<file path="config.mk">
export PLATFORM = sky130hd
export DESIGN_NAME = i2cmb_wb_regs
export DESIGN_NICKNAME = d
export VERILOG_FILES = /design/src/rtl/i2cmb_regs_pkg.sv /design/src/rtl/i2cmb_cmd_issue.sv /design/src/rtl/i2cmb_wb_regs.sv
export SDC_FILE = /design/constraint.sdc
export NUM_CORES = 1
export LEC_CHECK = 0
export ABC_AREA = 0
export CORE_MARGIN = 2
export CORE_UTILIZATION = 50
export DETAILED_ROUTE_END_ITERATION = 8
export PLACE_DENSITY = 0.82
export SLEW_MARGIN = 15
export SYNTH_ARGS = -nofsm -noshare
export SYNTH_HDL_FRONTEND = slang
export SYNTH_SLANG_ARGS = --single-unit
</file>
<file path="constraint.sdc">
create_clock -name clk_i -period 3.1 [get_ports clk_i]
set_input_delay 0.775 -clock clk_i [delete_from_list [all_inputs] [get_ports clk_i]]
set_output_delay 0.775 -clock clk_i [all_outputs]
set_load 0.05 [all_outputs]
</file>
<file path="src/rtl/i2cmb_regs_pkg.sv">
// Register map, command codes and bit positions of the I2CMB Wishbone register file.
// Shared between the RTL and the WB master BFM.
package i2cmb_regs_pkg;

  typedef enum logic [1:0] {
    ADDR_CSR  = 2'd0,
    ADDR_DPR  = 2'd1,
    ADDR_CMDR = 2'd2,
    ADDR_FSMR = 2'd3
  } wb_addr_e;

  typedef enum logic [2:0] {
    CMD_WAIT    = 3'b000,
    CMD_WRITE   = 3'b001,
    CMD_RD_ACK  = 3'b010,
    CMD_RD_NAK  = 3'b011,
    CMD_START   = 3'b100,
    CMD_STOP    = 3'b101,
    CMD_SET_BUS = 3'b110,
    CMD_ILLEGAL = 3'b111
  } cmd_e;

  localparam int CSR_E_BIT    = 7;
  localparam int CSR_IE_BIT   = 6;
  localparam int CSR_BB_BIT   = 5;
  localparam int CSR_BC_BIT   = 4;
  localparam int CMDR_DON_BIT = 7;
  localparam int CMDR_NAK_BIT = 6;
  localparam int CMDR_AL_BIT  = 5;
  localparam int CMDR_ERR_BIT = 4;

  localparam logic [7:0] ENABLE_CORE_INTERRUPT = 8'hC0;
  localparam logic [7:0] DISABLE_CORE          = 8'h00;

  function automatic logic is_read_cmd(input logic [2:0] code);
    return (code == CMD_RD_ACK) || (code == CMD_RD_NAK);
  endfunction

endpackage

</file>
<file path="src/rtl/i2cmb_cmd_issue.sv">
// Command issue FSM: turns CMDR writes into a held valid/ready request to the byte FSM
// and latches completion status, received data and the selected bus id.
module i2cmb_cmd_issue
  import i2cmb_regs_pkg::*;
#(
  parameter int NUM_BUSES = 16
) (
  input  logic       clk_i,
  input  logic       rst_i,
  input  logic       core_en_i,
  input  logic       irq_en_i,
  input  logic       abort_i,
  input  logic       cmdr_wr_i,
  input  logic       cmdr_rd_i,
  input  logic [2:0] cmdr_code_i,
  input  logic [7:0] dpr_tx_i,
  output logic       cmd_valid_o,
  input  logic       cmd_ready_i,
  output logic [2:0] cmd_code_o,
  output logic [7:0] cmd_data_o,
  input  logic       done_i,
  input  logic [3:0] done_status_i,
  input  logic [7:0] rx_data_i,
  output logic [3:0] status_o,
  output logic [7:0] dpr_rx_o,
  output logic [3:0] bus_id_o,
  output logic       irq_o
);

  typedef enum logic [1:0] {ST_IDLE, ST_REQ, ST_BUSY} state_e;

  localparam logic [7:0] BUS_LIMIT = 8'(NUM_BUSES);

  state_e state_r;
  logic   legal_s;

  assign legal_s = (cmdr_code_i != CMD_ILLEGAL) &&
                   !((cmdr_code_i == CMD_SET_BUS) && (dpr_tx_i >= BUS_LIMIT));

  // Command FSM with held request, status/irq latching and abort on core disable.
  always_ff @(posedge clk_i) begin
    if (!rst_i) begin
      state_r     <= ST_IDLE;
      cmd_valid_o <= 1'b0;
      cmd_code_o  <= 3'b000;
      cmd_data_o  <= 8'h00;
      status_o    <= 4'b1000;
      dpr_rx_o    <= 8'h00;
      bus_id_o    <= 4'h0;
      irq_o       <= 1'b0;
    end else if (abort_i) begin
      state_r     <= ST_IDLE;
      cmd_valid_o <= 1'b0;
      status_o    <= 4'b0000;
      bus_id_o    <= 4'h0;
      irq_o       <= 1'b0;
    end else begin
      case (state_r)
        ST_IDLE: begin
          if (cmdr_rd_i) begin
            status_o[2:0] <= 3'b000;
            irq_o         <= 1'b0;
          end
          if (cmdr_wr_i && core_en_i) begin
            cmd_code_o <= cmdr_code_i;
            if (legal_s) begin
              status_o    <= 4'b0000;
              irq_o       <= 1'b0;
              cmd_data_o  <= dpr_tx_i;
              cmd_valid_o <= 1'b1;
              state_r     <= ST_REQ;
            end else begin
              status_o <= 4'b1001;
              irq_o    <= irq_en_i;
            end
          end
        end
        ST_REQ: begin
          if (cmdr_rd_i) begin
            status_o[2:0] <= 3'b000;
            irq_o         <= 1'b0;
          end
          if (cmdr_wr_i && core_en_i) begin
            status_o[0] <= 1'b1;
            irq_o       <= irq_en_i;
          end
          if (cmd_ready_i) begin
            cmd_valid_o <= 1'b0;
            state_r     <= ST_BUSY;
          end
        end
        ST_BUSY: begin
          if (done_i) begin
            // Completion takes priority over a coincident CMDR read.
            status_o <= done_status_i;
            irq_o    <= irq_en_i;
            if (is_read_cmd(cmd_code_o)) begin
              dpr_rx_o <= rx_data_i;
            end
            if ((cmd_code_o == CMD_SET_BUS) && !done_status_i[0]) begin
              bus_id_o <= cmd_data_o[3:0];
            end
            state_r <= ST_IDLE;
          end else begin
            if (cmdr_rd_i) begin
              status_o[2:0] <= 3'b000;
              irq_o         <= 1'b0;
            end
            if (cmdr_wr_i && core_en_i) begin
              status_o[0] <= 1'b1;
              irq_o       <= irq_en_i;
            end
          end
        end
        default: begin
          state_r     <= ST_IDLE;
          cmd_valid_o <= 1'b0;
        end
      endcase
    end
  end

endmodule

</file>
<file path="src/rtl/i2cmb_wb_regs.sv">
// Wishbone slave register file of the I2CMB core: WB decode, single-cycle ack,
// CSR/DPR registers and read-back mux; command issue lives in i2cmb_cmd_issue.
module i2cmb_wb_regs
  import i2cmb_regs_pkg::*;
#(
  parameter int ADDR_WIDTH = 2,
  parameter int DATA_WIDTH = 8,
  parameter int NUM_BUSES  = 16
) (
  input  logic                  clk_i,
  input  logic                  rst_i,
  input  logic                  cyc_i,
  input  logic                  stb_i,
  input  logic                  we_i,
  input  logic [ADDR_WIDTH-1:0] adr_i,
  input  logic [DATA_WIDTH-1:0] dat_i,
  output logic [DATA_WIDTH-1:0] dat_o,
  output logic                  ack_o,
  output logic                  irq_o,
  output logic                  core_en_o,
  output logic                  cmd_valid_o,
  input  logic                  cmd_ready_i,
  output logic [2:0]            cmd_code_o,
  output logic [7:0]            cmd_data_o,
  input  logic                  done_i,
  input  logic [3:0]            done_status_i,
  input  logic [7:0]            rx_data_i,
  input  logic                  bus_busy_i,
  input  logic                  bus_captured_i,
  input  logic [7:0]            fsm_state_i
);

  logic                  req_s, wr_s, rd_s, cmdr_wr_s, cmdr_rd_s, abort_s;
  wb_addr_e              addr_s;
  logic [DATA_WIDTH-1:0] rdata_s;
  logic [3:0]            status_s, bus_id_s;
  logic [7:0]            dpr_rx_s;
  logic                  csr_e_r, csr_ie_r;
  logic [7:0]            dpr_tx_r;

  assign addr_s    = wb_addr_e'(adr_i);
  assign req_s     = cyc_i & stb_i & ~ack_o;
  assign wr_s      = req_s & we_i;
  assign rd_s      = req_s & ~we_i;
  assign cmdr_wr_s = wr_s && (addr_s == ADDR_CMDR);
  assign cmdr_rd_s = rd_s && (addr_s == ADDR_CMDR);
  // Clearing E while enabled tears down any command in flight.
  assign abort_s   = wr_s && (addr_s == ADDR_CSR) && csr_e_r && !dat_i[CSR_E_BIT];
  assign core_en_o = csr_e_r;

  // Read-back mux for the addressed register.
  always_comb begin
    rdata_s = 8'h00;
    case (addr_s)
      ADDR_CSR: begin
        rdata_s[CSR_E_BIT]  = csr_e_r;
        rdata_s[CSR_IE_BIT] = csr_ie_r;
        rdata_s[CSR_BB_BIT] = bus_busy_i;
        rdata_s[CSR_BC_BIT] = bus_captured_i;
        rdata_s[3:0]        = bus_id_s;
      end
      ADDR_DPR:  rdata_s = dpr_rx_s;
      ADDR_CMDR: begin
        rdata_s[CMDR_DON_BIT] = status_s[3];
        rdata_s[CMDR_NAK_BIT] = status_s[2];
        rdata_s[CMDR_AL_BIT]  = status_s[1];
        rdata_s[CMDR_ERR_BIT] = status_s[0];
        rdata_s[2:0]          = cmd_code_o;
      end
      ADDR_FSMR: rdata_s = fsm_state_i;
      default:   rdata_s = 8'h00;
    endcase
  end

  // WB ack/read data and the CSR/DPR write registers.
  always_ff @(posedge clk_i) begin
    if (!rst_i) begin
      ack_o    <= 1'b0;
      dat_o    <= 8'h00;
      csr_e_r  <= 1'b0;
      csr_ie_r <= 1'b0;
      dpr_tx_r <= 8'h00;
    end else begin
      ack_o <= req_s;
      dat_o <= rd_s ? rdata_s : 8'h00;
      if (wr_s) begin
        case (addr_s)
          ADDR_CSR: begin
            csr_e_r  <= dat_i[CSR_E_BIT];
            csr_ie_r <= dat_i[CSR_IE_BIT];
          end
          ADDR_DPR: dpr_tx_r <= dat_i;
          default:  ;
        endcase
      end
    end
  end

  i2cmb_cmd_issue #(.NUM_BUSES(NUM_BUSES)) u_cmd_issue (
    .clk_i        (clk_i),
    .rst_i        (rst_i),
    .core_en_i    (csr_e_r),
    .irq_en_i     (csr_ie_r),
    .abort_i      (abort_s),
    .cmdr_wr_i    (cmdr_wr_s),
    .cmdr_rd_i    (cmdr_rd_s),
    .cmdr_code_i  (dat_i[2:0]),
    .dpr_tx_i     (dpr_tx_r),
    .cmd_valid_o  (cmd_valid_o),
    .cmd_ready_i  (cmd_ready_i),
    .cmd_code_o   (cmd_code_o),
    .cmd_data_o   (cmd_data_o),
    .done_i       (done_i),
    .done_status_i(done_status_i),
    .rx_data_i    (rx_data_i),
    .status_o     (status_s),
    .dpr_rx_o     (dpr_rx_s),
    .bus_id_o     (bus_id_s),
    .irq_o        (irq_o)
  );

endmodule

</file>
After elaboration in Yosys (flattened, before gate mapping)
Cells that the tools add are included.

storage, ports and cells
  input bits = 39
  output and inout port bits = 23
  word-level logic and storage cells = 95
  bits in registers = 50

cells by class
  $lt $le $gt $ge = 1
  bitwise operators = 9
  equality and inequality tests = 16
  reduce and logical (&&, ||, !) cells = 28
  muxes and demuxes = 27

operators with widths
  cell                  count
  $pmux W4 S4           1
  $reduce_and A4 Y1     4
  $mux W4               3
  $pmux W3 S4           1
  $mux W1               10
  $logic_and A1 B1 Y1   9
  $pmux W1 S3           3
  $pmux W3 S3           1
  $reduce_and A3 Y1     3
  $ge A8 B5 Y1 const B  1
  $mux W2               4
  $eq A2 B2 Y1 const B  3
  $eq A3 B2 Y1 const B  2
  $eq A3 B3 Y1 const B  2
  $mux W3               2
  $ne A3 B3 Y1 const B  2
  $pmux W2 S3           1
  $reduce_and A2 Y1     3
  $reduce_bool A3 Y1    2
  $not A1 Y1            5
  $and A1 B1 Y1         4
  $eq A2 B1 Y1 const B  2
  $logic_not A2 Y1      2
  $ne A2 B1 Y1 const B  2
  other kinds (6)       9

Logic depth before layout (Yosys ltp)
  word-level depth = 9
  mapped depth = 7
  mapped depth without buffers = 7

Modules after synthesis
Synthesis repeated with hierarchy kept, for this count alone.

unflattened totals
  cells, all modules = 238
  area, all modules = 2358.5 sq um

by module, submodules not included
  module           times used  cells an instance  area an instance (sq um)  sequential area each (sq um)
  i2cmb_cmd_issue  1           159                1476.4                    620.6
  i2cmb_wb_regs    1           79                 882.1                     380.4

Worst setup path after synthesis
Ideal clock, no wire load.

  path kind = input-to-reg
  start point = input port cyc_i
  end point = register u_cmd_issue.dpr_rx_o[0]
  setup time = 0.116 ns
  data arrival time = 1.820 ns
  required time = 2.984 ns
  path buffers = 1
  cell stages on the path = 5
  path slack = 1.164 ns
  cells stage by stage = and4bb_1 > buf_6 > a211oi_4 > mux2i_1 > nor2b_1

between the ends
  word-level cells in the longest chain between the ends = 8

RTL lines
  item                              RTL line               text
  start, declared                   i2cmb_wb_regs.sv:12    input logic cyc_i,
  $and A1 B1 Y1 (2 in a row)        i2cmb_wb_regs.sv:42    assign req_s = cyc_i & stb_i & ~ack_o;
  $and A1 B1 Y1                     i2cmb_wb_regs.sv:43    assign wr_s = req_s & we_i;
  $logic_and A1 B1 Y1 (3 in a row)  i2cmb_wb_regs.sv:48    assign abort_s = wr_s && (addr_s == ADDR_CSR) && csr_e_r && !dat_i[CSR_E_BIT];
  $not A1 Y1 (no line)              -
  $reduce_and A4 Y1 (no line)       -
  end signal, assigned              i2cmb_cmd_issue.sv:98  dpr_rx_o <= rx_data_i;
  end, declared                     i2cmb_cmd_issue.sv:25  output logic [7:0] dpr_rx_o,

Every way passes these cells.
A chain may end at the register's enable or synchronous reset.

Worst setup path in the final report
  start point = register u_cmd_issue.cmd_code_o[2]
  end point = output port cmd_code_o[2]

RTL lines
  item                    RTL line               text
  start, declared         i2cmb_cmd_issue.sv:19  output logic [2:0] cmd_code_o,
  start signal, assigned  i2cmb_cmd_issue.sv:65  cmd_code_o <= cmdr_code_i;
  end, declared           i2cmb_wb_regs.sv:23    output logic [2:0] cmd_code_o,

No word-level cell between the ends.

==> flow_metrics.tcl <==
set metrics [dict create \
    outcome "completed" \
    clock_sinks 50 \
    syn-instance-count 223 \
    drtIter0Drc 90 \
    worst_clock_skew_ps 5.34 \
    cts-htree-levels 2 \
    rsz0062_at_grt "no" \
    largest_net_degree_at_the_start_of_global_routing 22 \
    global_route.usage.met1 0.296 \
    synth_largest_area_cell "sky130_fd_sc_hd__dfxtp_1" \
    max_cap_violations 0 \
    via_count_of_the_first_global_routing_pass 1739 \
    cts_setup_buffers 0 \
    max-vdd-ir-drop_mv 0.347 \
    final_period_minus_worst_setup_slack_ps 2410 \
    critPathBufInv 1 \
    yosys.area_share.xor_xnor 0 \
    clkTransAtPathRegs_ps 90 \
    muxShareOfSynthArea 0.204 \
    synth.top_cells.by_area "sky130_fd_sc_hd__dfxtp_1 43%, sky130_fd_sc_hd__mux2i_1 13%, sky130_fd_sc_hd__nor2b_1 9.9%" \
    area_growth_syn_to_layout_pct 34.5 \
    synth_async_sr_flop_share 0 \
    critical_path_arrival_ps 1630 \
    grt_usage 0.219 \
    yosysWarnings 0 \
    dr_total_vias 1855 \
    critical_path.endpoint_type "primary output" \
    min-delay-path-class "reg2reg" \
    diodes 0 \
    layout.nets 330 \
    timing.critical_path.cells "clkdlybuf4s50_1" \
    fillerInstances 344 \
    grt_antenna_before_repair 0 \
    setup-violations-final 0 \
    cts_tree "built" \
    syn_area_um2 2350 \
    finalWeightedCongestion 0.830 \
    worstSetupPathType "reg2out" \
    place_hpwl_mm 3.96 \
    number_of_max_slew_violations_in_the_final_report 0 \
    clock-root-buffer "sky130_fd_sc_hd__clkbuf_8" \
    ys.flop_type "sky130_fd_sc_hd__dfxtp_1" \
    busiest_layer "met2" \
    top_level_ports 62 \
    number_of_distinct_standard_cells_referenced_by_the_synthesized_netlist 43 \
    synth-edff-count 0 \
    total_leakage_power_nw 1.10 \
    start_util 0.529 \
    holdWs_ps 510 \
    chipWidth_um 72.6 \
    synth-compound-area-share 0.0884 \
    grt_util_met3 0.0569 \
    cts-hold-fix-buffers 0 \
    crit_path_max_fanout 5 \
    synth.yosys.seq_area_share 0.426 \
    setup_slack_ps 694 \
    synth_area_per_cell_um2 10.5 \
    final.period_utilization 0.776 \
    timing.max_slew.rel_slack 0.621 \
    via_per_inst 5.46 \
    cts_buffers 5 \
    worst_case_clock_buffer_depth 2 \
    timing.fmax_mhz 416 \
    synth.ff_latch_count 50 \
    pwr_density_nw_per_um2 425 \
    critical-path-top-delay-family "buffers and inverters" \
    cpMaxStageDelayCell "sky130_fd_sc_hd__clkdlybuf4s50_1" \
    synth_top_area_share 0.426 \
    drc 0 \
    core.rowCount 24 \
    yosys.area_share.simple 0.238 \
    placement.setup.worst_slack_ps 430 \
    setup_total_negative_slack_ps 0 \
    global_route_wire_length_before_repair_mm 8.85 \
    global_route_track_usage_on_met2 0.353 \
    fp.dieArea_um2 5260 \
    finalWirelength_mm 5.39 \
    clkLatencyLatePin_ps 300 \
    antenna_left 0 \
    postSynthNetCount 266 \
    synth_top_family_by_area "simple AND/OR/NAND/NOR gates" \
    drt-pass1-iter-count 4 \
    post_cts_resized 0 \
    grt_overflow 0 \
    max_stage_delay_ps 860 \
    final_hold_viol_count 0 \
    synth_adder_area_share 0.0213 \
    start_kind "register" \
    core_area_um2 4440 \
    power_mw 1.34 \
    numPortBuffers 61 \
    required_ps 2320 \
    detail_route.wl_per_cell_um 15.9 \
    vertical_extent_of_the_die_um 72.6 \
    layout-drive-gt1-share 0.0938 \
    tightestPinTransition_ps 566 \
]
stage by stage:
step	area, um2	utilization	cells
6_report	3160	0.711	340
5_1_grt	3160	0.711	340
4_1_cts	3160	0.711	340
3_5_place_dp	3020	0.679	332
3_3_place_gp	3020	0.679	332
2_1_floorplan	2350	-	223
routing by layer:
layer	wire, um	up-vias
met3	394	9
met1	2340	857
met5	0	-
met4	55	0
met2	2600	71
li1	-	918
logic make-up (layout without fill, tap and decap cells):
family,after synthesis,after routing
simple gates,94,94
buf+inv,11,76
fa+ha+maj,4,4
compound gates,25,25
mux,39,39
flops,50,50
cells in the final DEF (no fill, tap or decap), drive strengths merged, types with 5 or more instances in the layout:
cell and instances:
a21oi 5, nand2 10, dfxtp 50, clkdlybuf4s50 61, buf 5, mux4 7, nor3 7, nand3 5
clkbuf 6, mux2i 31, nor2 17, nor2b 37
Yosys cell counts (all sizes together), types with 2 or more instances:
| master | instances |
|---|---|
| nor3b | 3 |
| a211oi | 3 |
| a21boi | 2 |
| clkbuf | 5 |
| nand3 | 5 |
| and3 | 3 |
| nand2 | 10 |
| nor3 | 7 |
| inv | 2 |
| o21ai | 2 |
| a22oi | 3 |
| nand2b | 4 |
| ha | 4 |
| mux2i | 31 |
| o31ai | 2 |
| nor2 | 17 |
| mux4 | 7 |
| nor2b | 37 |
| and4bb | 2 |
| buf | 4 |
| dfxtp | 50 |
| a21oi | 5 |
flip-flops by register name, indices dropped and copies added (netlist names):
| name | count |
|---|---|
| dat_o | 8 |
| dpr_tx_r | 8 |
| u_cmd_issue.cmd_data_o | 8 |
| u_cmd_issue.dpr_rx_o | 8 |
| u_cmd_issue.bus_id_o | 4 |
| u_cmd_issue.status_o | 4 |
| u_cmd_issue.cmd_code_o | 3 |
| u_cmd_issue.state_r | 2 |
| ack_o | 1 |
| core_en_o | 1 |
| csr_ie_r | 1 |
| u_cmd_issue.cmd_valid_o | 1 |
| u_cmd_issue.irq_o | 1 |
final cells by class:
cell class              instances  area (um2)  area share
well taps                      52        65.1      0.0206
repair buffers                 66         648       0.205
inverters                       2        7.51     0.00238
flip-flops and latches         50        1000       0.317
multi-input cells             162        1300       0.410
clock inverters                 2        60.1      0.0190
clock buffers                   6        82.6      0.0261
worst paths after layout:
kind / startpoint / to / slack [ps] / cells after the start
setup / recovery: u_cmd_issue.cmd_code_o[2] / cmd_code_o[2] / 690 / 1
hold / removal: u_cmd_issue.status_o[2] / u_cmd_issue.status_o[2] / 510 / 2
setup reg to reg: u_cmd_issue.state_r[0] / u_cmd_issue.bus_id_o[0] / 1100 / 6
hold reg to reg: u_cmd_issue.status_o[2] / u_cmd_issue.status_o[2] / 510 / 2
report_power, final:
part	total (mW)	switching, mW	internal [mW]
clock	0.561	0.217	0.344
combinational	0.132	0.0539	0.0784
sequential	0.649	0.00330	0.646
total	1.34	0.274	1.07
worst min-delay path, stage by stage (launching register included):
cell and delay, ps:
sky130_fd_sc_hd__dfxtp_1 330, sky130_fd_sc_hd__a22oi_1 70, sky130_fd_sc_hd__nor2_1 80
Power figures use the tool's default switching activity.
==> edit 1: new RTL, same flow settings <==
Make the reset (`rst_i`) asynchronous in 2 clocked blocks.
--- a/src/rtl/i2cmb_cmd_issue.sv
+++ b/src/rtl/i2cmb_cmd_issue.sv
@@ -38,7 +38,7 @@
                    !((cmdr_code_i == CMD_SET_BUS) && (dpr_tx_i >= BUS_LIMIT));
 
   // Command FSM with held request, status/irq latching and abort on core disable.
-  always_ff @(posedge clk_i) begin
+  always_ff @(posedge clk_i or negedge rst_i) begin
     if (!rst_i) begin
       state_r     <= ST_IDLE;
       cmd_valid_o <= 1'b0;
--- a/src/rtl/i2cmb_wb_regs.sv
+++ b/src/rtl/i2cmb_wb_regs.sv
@@ -73,7 +73,7 @@
   end
 
   // WB ack/read data and the CSR/DPR write registers.
-  always_ff @(posedge clk_i) begin
+  always_ff @(posedge clk_i or negedge rst_i) begin
     if (!rst_i) begin
       ack_o    <= 1'b0;
       dat_o    <= 8'h00;
Function: differs if rst_i is asserted again (counterexample within 4 cycles, from zero or initial values and one cycle with rst_i low); with rst_i held inactive, the same outputs for 10 cycles.
==> edit 1 against the original RTL <==
- routed wire length decreased by 1.9%
- final cell count decreased by 9.7%
- synthesized cell count shrank 16%
- design area hardly changed
- area after synthesis is 1.1% higher
- first-iteration DRC count up 13%
- setup slack got worse by 35 ps
- worst hold slack better by 2.2 ps
- sequential cell count did not move
- utilization is 3.2 points lower
- critical path type is now primary input to flip-flop
Power is not compared: it rests on default switching activity, and its combinational part moved more than twofold at a synthesized area within 25%.
==> edit 1: results (changes against the original RTL) <==
- Outcome: finished clean (unchanged)
- Async S/R FF share, synth: 1.00 (was 0)
- Placed insts: 299 (was 332)
- Post-placement setup slack: 362 ps (was 430 ps)
- End of the critical path: u_cmd_issue.status_o[0] (was cmd_code_o[2])
- Ys Warns: 0 (unchanged)
- DPL Wire Length: 3.86 mm (was 3.96 mm)
- Mean Syn Cell Area: 12.7 sq um (was 10.5 sq um)
- First-pass GRT wire length: 8.65 mm (was 8.85 mm)
- Sequential fraction of the synthesis area: 0.527 (was 0.426)
- Adder-Cell Fraction of Synth Area: 0.0211 (was 0.0213)
- Crit Path Max Fanout: 12 (was 5)
- Commonest cells post-synth: 49 x dfrtp_1, 28 x mux2_2, 13 x nor2_1, 8 x nor2b_1, 7 x mux2i_1 (was 50 x dfxtp_1, 37 x nor2b_1, 31 x mux2i_1, 16 x nor2_1, 10 x nand2_1)
- Ant diodes: 0 (unchanged)
- Drt total wl: 5.29 mm (was 5.39 mm)
- CP delay by family, top: simple AND/OR/NAND/NOR gates (was buffers and inverters)
- RR Startpoint: dpr_tx_r[6] (was u_cmd_issue.state_r[0])
- Primary FF master, synth: dfrtp_1 (was dfxtp_1)
- Compound-Gate Fraction of Synth Area: 0.0727 (was 0.0884)
- Reg2reg end: u_cmd_issue.cmd_data_o[6] (was u_cmd_issue.bus_id_o[0])
- Yosys cell types: 38 (was 43)
- Synthesized Nets: 230 (was 266)
- R2r worst-path depth: 4 (was 6)
- Relative slew slack: 0.591 (was 0.621)
- Setup ws final: 659 ps (was 694 ps)
- Setup crit start: adr_i[1] (was u_cmd_issue.cmd_code_o[2])
- Largest net degree at the start of global routing: 51 (was 22)
- CP max stage delay: 630 ps (was 860 ps)
- Detailed Route Iter0 Violations: 102 (was 90)
- Worst Skew: 5.19 ps (was 5.34 ps)
- Largest family of logic cells by synthesized area: multiplexers (was simple AND/OR/NAND/NOR gates)
- Non-filler cells in the finished layout: 307 (was 340)
- Layout cell share with drive strength beyond 1: 0.213 (was 0.0938)
- Top cells by area, synth: dfrtp_1 52%, mux2_2 13%, mux4_2 5.7%, mux2i_1 3.0%, ha_1 2.1% (was dfxtp_1 43%, mux2i_1 13%, nor2b_1 9.9%, mux4_2 6.7%, nor2_1 2.6%)
- Via-per-instance ratio: 5.82 (was 5.46)
- CP arrival: 2680 ps (was 1630 ps)
## edit 1: metrics by stage
step,hold WS (ps),instance area (sq um)
finish,512,3160
global route,535,3160
CTS,515,3160
detailed placement,493,3050
floorplan,461,2370
global placement,481,3050
## edit 1: logic make-up after synthesis
group | count (synthesis)
mux | 41
simple gates | 55
fa+ha+maj | 4
compound gates | 24
flops | 50
buf+inv | 13
## edit 1: area by class of cell
| class | instances | area (sq um) |
|---|---|---|
| Clock buffer | 5 | 68.8 |
| Fill cell | 357 | 1500 |
| Sequential cell | 50 | 1250 |
| Inverter | 4 | 15.0 |
| Multi-Input combinational cell | 124 | 1060 |
| Timing Repair Buffer | 67 | 651 |
| Clock inverter | 3 | 47.5 |
| Tap cell | 54 | 67.6 |
## edit 1: worst min-delay path by stage
stage                                  startpoint                 endpoint  cells after the start
after detailed placement              dpr_tx_r[2]              dpr_tx_r[2]                      1
after floorplan           u_cmd_issue.status_o[1]  u_cmd_issue.status_o[1]                      1
after global routing      u_cmd_issue.status_o[1]  u_cmd_issue.status_o[1]                      1
after CTS                 u_cmd_issue.status_o[1]  u_cmd_issue.status_o[1]                      1
final                     u_cmd_issue.status_o[2]  u_cmd_issue.status_o[2]                      1
after global placement    u_cmd_issue.status_o[1]  u_cmd_issue.status_o[1]                      1
## edit 1: routing by layer
layer | part of all wire | track usage | wire (um)
met1 | 0.46 | 0.298 | 2410
met2 | 0.47 | 0.338 | 2500
met3 | 0.058 | 0.0387 | 309
met4 | 0.014 | 0.0782 | 74
met5 | 0 | 0 | 0
## edit 1: power by group
group	internal, mW	leakage (nW)	total [mW]	switching, mW
registers	0.794	0.663	0.908	0.113
clock network	0.245	0.0587	0.472	0.228
logic	0.387	0.695	0.870	0.483
total	1.43	1.42	2.25	0.824
==> edit 2: new RTL, same settings <==
Without the edit above. `NUM_BUSES` is set to 16 in 2 places; all go to 8.
--- a/src/rtl/i2cmb_cmd_issue.sv
+++ b/src/rtl/i2cmb_cmd_issue.sv
@@ -3,7 +3,7 @@
 module i2cmb_cmd_issue
   import i2cmb_regs_pkg::*;
 #(
-  parameter int NUM_BUSES = 16
+  parameter int NUM_BUSES = 8
 ) (
   input  logic       clk_i,
   input  logic       rst_i,
--- a/src/rtl/i2cmb_wb_regs.sv
+++ b/src/rtl/i2cmb_wb_regs.sv
@@ -5,7 +5,7 @@
 #(
   parameter int ADDR_WIDTH = 2,
   parameter int DATA_WIDTH = 8,
-  parameter int NUM_BUSES  = 16
+  parameter int NUM_BUSES  = 8
 ) (
   input  logic                  clk_i,
   input  logic                  rst_i,
Check against the original RTL: not equivalent (a bounded check fails within 10 cycles, from zero or initial values and one cycle with rst_i low).
==> edit 2 against the original RTL <==
- area after synthesis grew 4.1%
- routed wire length is 8.9% higher
- sequential share of layout area fell by 0.33 points
- clock power fell by 37%
- setup slack lost 94 ps
- total power shrank 16%
- die area grew 3.9%
- largest power group unchanged
- design area rose by 1.1%
- highest routed layer unchanged
- utilization fell by 3.5 points
- sequential cell count unchanged
- combinational power decreased by 6%
==> edit 2: results (changes against the original RTL) <==
- Outcome: finished clean (unchanged)
- IR drop worst, VDD: 318 uV (was 347 uV)
- Adder-Cell Fraction of Synth Area: 0.0205 (was 0.0213)
- CP delay by family, top: simple AND/OR/NAND/NOR gates (was buffers and inverters)
- Leakage: 1.08 nW (was 1.10 nW)
- Gr usage total: 0.229 (was 0.219)
- Met1 GRT Util: 0.300 (was 0.296)
- Sequential fraction of the synthesis area: 0.409 (was 0.426)
- CP arrival: 2670 ps (was 1630 ps)
- Placed insts: 361 (was 332)
- Met2 WL: 2.79 mm (was 2.60 mm)
- Mux contribution to synthesized area: 0.151 (was 0.204)
- GPL Wtd Cong: 0.892 (was 0.830)
- Yosys cell types: 52 (was 43)
- First-pass GRT wire length: 9.57 mm (was 8.85 mm)
- DPL Wire Length: 4.44 mm (was 3.96 mm)
- Setup crit start: adr_i[0] (was u_cmd_issue.cmd_code_o[2])
- Vias in the first global route: 2024 (was 1739)
- Worst-margin pin slew: 625 ps (was 566 ps)
- Top cells by area, synth: dfxtp_1 41%, mux2i_1 8.2%, mux4_2 6.4%, nor2b_1 4.1%, a21boi_1 3.4% (was dfxtp_1 43%, mux2i_1 13%, nor2b_1 9.9%, mux4_2 6.7%, nor2_1 2.6%)
- Mean Syn Cell Area: 10.1 sq um (was 10.5 sq um)
- End of the critical path: u_cmd_issue.bus_id_o[2] (was cmd_code_o[2])
- Hold Crit Start: dpr_tx_r[1] (was u_cmd_issue.status_o[2])
- Metal1 wirelength: 2.63 mm (was 2.34 mm)
- Compound-Gate Fraction of Synth Area: 0.173 (was 0.0884)
- Layout cell share with drive strength beyond 1: 0.103 (was 0.0938)
- Nets: 344 (was 330)
- Met3 wire len: 353 um (was 394 um)
- Crit Path Max Fanout: 8 (was 5)
- Detailed Route Iter0 Violations: 192 (was 90)
- CP max stage delay: 560 ps (was 860 ps)
- Commonest cells post-synth: 50 x dfxtp_1, 20 x mux2i_1, 16 x nand2_1, 16 x nor2b_1, 14 x nand3_1 (was 50 x dfxtp_1, 37 x nor2b_1, 31 x mux2i_1, 16 x nor2_1, 10 x nand2_1)
edit 2: metrics by stage:
| stage | setup slack (ps) | hold WS [ps] | util |
|---|---|---|---|
| floorplan | 1100 | 442 | - |
| global placement | 357 | 454 | 0.660 |
| detailed placement | 338 | 464 | 0.660 |
| CTS | 627 | 476 | 0.676 |
| global route | 469 | 504 | 0.676 |
| finish | 601 | 472 | 0.676 |
edit 2: cell type report:
type | instances | area [sq um]
clock buffer | 7 | 76.3
inverter | 8 | 30.0
multi-input combinational | 168 | 1340
fill | 381 | 1530
timing repair buffer | 68 | 663
sequential | 50 | 1000
tap | 67 | 83.8
edit 2: report_power, final:
group	switching [mW]	internal [mW]	leakage, nW
logic	0.0517	0.0727	0.638
registers	0.00231	0.644	0.403
clock network	0.197	0.156	0.0383
edit 2: worst reg2reg max path, delay by kind of cell (launching register included):
kind	cells	cell delay, ps
muxes	1	200
buffers and inverters	1	130
adders and majority gates	1	310
DFF	1	340
and+or+nand+nor	3	890
